`src/rtl/calc_pkg.sv`:
```
`default_nettype none
// +--------------------------------------------------------------------+
// | calc_pkg : shared types and constants for the calculator datapath  |
// | Rev 1.0  : initial release                                         |
// +--------------------------------------------------------------------+
package calc_pkg;

  localparam int FACT_WIDTH = 28;
  localparam int FACT_MAX_N = 11;

  typedef enum logic [0:0] {
    IDLE = 1'b0,
    CALC = 1'b1
  } state_t;

endpackage
`default_nettype wire

```
`src/rtl/factorial.sv`:
```
`default_nettype none
// +--------------------------------------------------------------------+
// | factorial : iterative n! by repeated multiply, flags out-of-range  |
// | Rev 1.0   : initial release                                        |
// +--------------------------------------------------------------------+
module factorial
  import calc_pkg::*;
#(
  parameter int WIDTH = FACT_WIDTH,
  parameter int MAX_N = FACT_MAX_N
) (
  input  logic             clk,
  input  logic             rst,
  input  logic [WIDTH-1:0] n,
  input  logic             valid_in,
  output logic             valid_out,
  output logic             ovrflow,
  output logic [WIDTH-1:0] d_out
);

  state_t           state_q, state_d;
  logic [WIDTH-1:0] acc_q, acc_d;
  logic [3:0]       cnt_q, cnt_d;
  logic             armed_q, armed_d;
  logic             valid_out_q, valid_out_d;
  logic             ovrflow_q, ovrflow_d;
  logic [WIDTH-1:0] d_out_q, d_out_d;

  logic             accept;
  logic [WIDTH-1:0] prod;

  always_comb begin
    accept      = (state_q == IDLE) && valid_in && armed_q;
    prod        = acc_q * WIDTH'(cnt_q);
    state_d     = state_q;
    acc_d       = acc_q;
    cnt_d       = cnt_q;
    armed_d     = armed_q;
    valid_out_d = 1'b0;
    ovrflow_d   = ovrflow_q;
    d_out_d     = d_out_q;

    // Re-arm only after the source drops its request, so a held level starts one job.
    if (!valid_in) begin
      armed_d = 1'b1;
    end else if (accept) begin
      armed_d = 1'b0;
    end

    case (state_q)
      IDLE: begin
        if (accept) begin
          if (n[WIDTH-1] || (n > WIDTH'(MAX_N))) begin
            ovrflow_d   = 1'b1;
            d_out_d     = '0;
            valid_out_d = 1'b1;
          end else if (n <= WIDTH'(1)) begin
            ovrflow_d   = 1'b0;
            d_out_d     = WIDTH'(1);
            valid_out_d = 1'b1;
          end else begin
            acc_d   = WIDTH'(1);
            cnt_d   = n[3:0];
            state_d = CALC;
          end
        end
      end
      CALC: begin
        acc_d = prod;
        cnt_d = cnt_q - 4'd1;
        // The final multiply by 2 goes straight to the output register.
        if (cnt_q == 4'd2) begin
          d_out_d     = prod;
          ovrflow_d   = 1'b0;
          valid_out_d = 1'b1;
          state_d     = IDLE;
        end
      end
      default: state_d = IDLE;
    endcase
  end

  always_ff @(posedge clk or posedge rst) begin
    if (rst) begin
      state_q <= IDLE;
    end else begin
      state_q <= state_d;
    end
  end

  always_ff @(posedge clk or posedge rst) begin
    if (rst) begin
      acc_q   <= '0;
      cnt_q   <= '0;
      armed_q <= 1'b1;
    end else begin
      acc_q   <= acc_d;
      cnt_q   <= cnt_d;
      armed_q <= armed_d;
    end
  end

  always_ff @(posedge clk or posedge rst) begin
    if (rst) begin
      valid_out_q <= 1'b0;
      ovrflow_q   <= 1'b0;
      d_out_q     <= '0;
    end else begin
      valid_out_q <= valid_out_d;
      ovrflow_q   <= ovrflow_d;
      d_out_q     <= d_out_d;
    end
  end

  assign valid_out = valid_out_q;
  assign ovrflow   = ovrflow_q;
  assign d_out     = d_out_q;

endmodule
`default_nettype wire

```
`config.mk`:
```
export PLATFORM = sky130hd
export DESIGN_NAME = factorial
export DESIGN_NICKNAME = d
export VERILOG_FILES = /design/src/rtl/calc_pkg.sv /design/src/rtl/factorial.sv
export SDC_FILE = /design/constraint.sdc
export NUM_CORES = 1
export LEC_CHECK = 0
export CORE_MARGIN = 5
export CORE_UTILIZATION = 36
export CTS_CLUSTER_SIZE = 16
export DETAILED_ROUTE_END_ITERATION = 12
export PLACE_DENSITY = 0.56
export SLEW_MARGIN = 20
export SYNTH_ARGS = -nofsm -noshare
export SYNTH_HDL_FRONTEND = slang
export SYNTH_SLANG_ARGS = --single-unit
```
`constraint.sdc`:
```
create_clock -name clk -period 5.2 [get_ports clk]
set_clock_uncertainty 0.15 [all_clocks]
set_input_delay 0.78 -clock clk [delete_from_list [all_inputs] [get_ports clk]]
set_output_delay 0.78 -clock clk [all_outputs]
set_load 0.05 [all_outputs]
```
==> flow_summary_export.csv <==
group,metric,value,unit
yosys,synth_edf_count,0,
cts,cts.sinks,64,
final_layout,final_cell_mix,"inv_1 (99), nand2_1 (98), and2_1 (77)",
global_route,grt_busiest_layer,"met2",
setup_path,rrSetupSlack,0.71,ns
final_layout,drive_gt1_frac,0.0570,
hold_path,hp-start,"d_out[14]",
sta,hold_viol,0,
cts,ctsHtreeMaxLevel,3,
place,portBuffers,60,
routing,drtIter0Drc,343,
routing,via_count,5143,
yosys,ys_ff_latch,64,
power,clkPwrFrac,0.542,
setup_path,crit_family,"adder cells",
cts,cts_buffer_depth,2,
die,core_area,16700,um2
final_layout,final_common_cell,"inv_1",
power,powerDensity,168,nW/um2
status,status,"completed",
global_route,grt.met2_usage,0.282,
hold_path,hold_end,"d_out[14]",
die,start_util,0.369,
sta,finalSetupViolations,0,
final_layout,fillers,1681,
die,die_h,141,um
sta,drv_slew,0,
setup_path,cp_num_buf_inv,2,
routing,drtAntennaViolNets,0,
yosys,yosysWarnings,0,
flow_run,maxCapViolCount,0,
power,ir_worst_vdd,154,uV
global_route,grt_util_met1,0.226,
yosys,synth_largest_area_cell,"dfrtp_1",
global_route,grt_util_met3,0.0345,
setup_path,worstPathCellList,"and2_1, fa_1, inv_1, fa_1, inv_1, ha_1, a21oi_1, o21ai_1, a22oi_1, a21oi_1, or4_1, nand3_1",
setup_path,critPathArrivalTime,4.63,ns
setup_path,r2r_start,"cnt_q[3]",
yosys,synth_top_area_frac,0.256,
power,pwr-share-seq,0.415,
yosys,ys_types,68,
power,p_switching,281,uW
power,power,1210,uW
yosys,syn_inst,708,
final_layout,area_growth,16.6,%
cts,insertion_delay,0.36,ns
routing,wl_per_cell,16.8,um
place,place_inst,959,
die,die-area,19900,um2
global_route,antenna_found_initial,0,
sta,layout_worst_path_cycle_share,0.864,
routing,wl,16400,um
yosys,synth_seq_area_share,0.260,
cts,ctsResizeCount,0,
sta,relSlewSlack,0.399,
sta,whs,0.325,ns
setup_path,cpMaxStageDelayCell,"dfrtp_1",
setup_path,rr_endpoint,"d_out[27]",
setup_path,worstPathRequired,5.34,ns
place,dp_hpwl,12300,um
yosys,syn_area,6170,um2
die,die_w,141,um
power,leakagePower,0.00344,uW
sta,rsz0062_at_grt,"no",
power,power_frac_comb,0.043,
cts,cts.clk_slew.worst_paths,0.06,ns
power,swShare,0.233,
final_layout,final_nets,860,
yosys,avgSynthCellArea,8.71,um2
setup_path,path_max_fanout,28,
setup_path,reg2regPathDepth,12,
power,power.internal,925,uW
setup_path,worstSetupStartpoint,"cnt_q[3]",
sta,tightestPinTransition,0.902,ns
sta,tns,0,ns
global_route,grt_pass1_wl,27300,um
yosys,syn_nets,818,
cts,root_buffer,"clkbuf_16",
cts,cts_hold_buf,0,
sta,fin_ws,0.709,ns
global_route,grt_usage,0.172,
sta,fmax,0.223,GHz
cts,cts_tree,"done",
routing,firstDrtPassIters,5,
setup_path,endpoint_kind,"flip-flop",
cts,postCtsSetupBuffers,0,
global_route,grt_pass1_vias,5313,
final_layout,diodes,0,
final_layout,instances_no_fill,975,
hold_path,hold_path_depth,2,
yosys,synth_ff_type,"dfrtp_1",
place,place_ws,0.719,ns
global_route,grt_start_max_net_pins,35,
die,ios,61,
sta,min_period,4.49,ns
die,rows,47,
setup_path,crit_type,"flip-flop to flip-flop",
setup_path,critPathLaunchType,"flip-flop",
global_route,overflow,0,
place,gp_congestion,0.925,
cts,numCtsBuffers,9,
routing,drc,0,
routing,via_per_inst,5.27,
yosys,synthArstFlopShare,1.00,
setup_path,critPathMaxStageDelay,0.70,ns
hold_path,hold_class,"flip-flop to flip-flop",
yosys,netlist_top_cells_area,"dfrtp_1 (26%), fa_1 (16%), and2_1 (7.8%), ha_1 (6.1%), inv_1 (6.1%)",
==> power by group through the flow <==
| stage | clock [uW] | combinational, uW | sequential, uW |
|---|---|---|---|
| final | 653 | 51.7 | 500 |
| after global routing | 684 | 57.2 | 500 |
| after CTS | 666 | 53.6 | 500 |
| after detailed placement | 0 | 53.7 | 509 |
| after global placement | 0 | 52.1 | 509 |
| after floorplan | 0 | 15.9 | 513 |
==> worst max path at each step <==
stage                      endpoint  slack [ns]  cells past startpoint
final                     d_out[27]        0.71                     12
after floorplan           acc_q[22]        1.22                     13
after global routing      acc_q[23]        0.42                     12
after global placement    d_out[23]        0.77                     12
after detailed placement  acc_q[23]        0.72                     12
after CTS                 d_out[23]        0.70                     12
==> Yosys cell counts (12+ instances only) <==
master / instances
and2_1: 77
dfrtp_1: 63
fa_1: 49
nand3_1: 12
nor2_1: 19
o21ai_0: 28
inv_1: 100
ha_1: 30
a21oi_1: 29
nand2_1: 98
clkbuf_1: 17
a32o_1: 14
==> cells by family after synthesis <==
group,count (synthesis),share of synthesized area
AND/OR/NAND/NOR,256,0.216
AO/OA/AOI/OAI,155,0.179
buffers and inverters,134,0.0949
adder cells (fa/ha/maj),79,0.220
flip-flops,64,0.260
XOR/XNOR,16,0.0227
multiplexers,4,0.00710
==> worst reg2reg max path: stages (launching register included) <==
cell     delay, ns
dfrtp_1       0.70
and2_1        0.33
fa_1          0.53
inv_1         0.05
fa_1          0.54
inv_1         0.05
ha_1          0.43
a21oi_1       0.32
o21ai_1       0.16
a22oi_1       0.36
a21oi_1       0.22
or4_1         0.51
nand3_1       0.09
==> area by class of cell <==
type,count,area (um2),share of cell area
clock buffer,11,253,0.0351
clock inverter,5,63.8,0.00887
inverter,101,379,0.0527
multi-input combinational,510,3990,0.554
sequential,64,1600,0.223
tap,220,275,0.0383
timing repair buffer,64,631,0.0877
==> sequential cells by signal, summed over array words and instances, names as in the netlist <==
signal	count
cnt_q	4
valid_out	1
state_q	1
d_out	28
acc_q	28
armed_q	1
ovrflow	1
==> per-layer routing <==
metal  wire length [um]  share of wire
met5                  0              0
met4                379          0.023
met1               7570           0.46
met3                785          0.048
met2               7660           0.47
==> stage by stage <==
| stage | util | instance area [um2] |
|---|---|---|
| 6_report | 0.431 | 7190 |
| 4_1_cts | 0.430 | 7190 |
| 3_3_place_gp | 0.412 | 6870 |
| 5_1_grt | 0.431 | 7190 |
| 3_5_place_dp | 0.412 | 6870 |
| 2_1_floorplan | - | 6170 |
(Power assumes the default switching activity.)
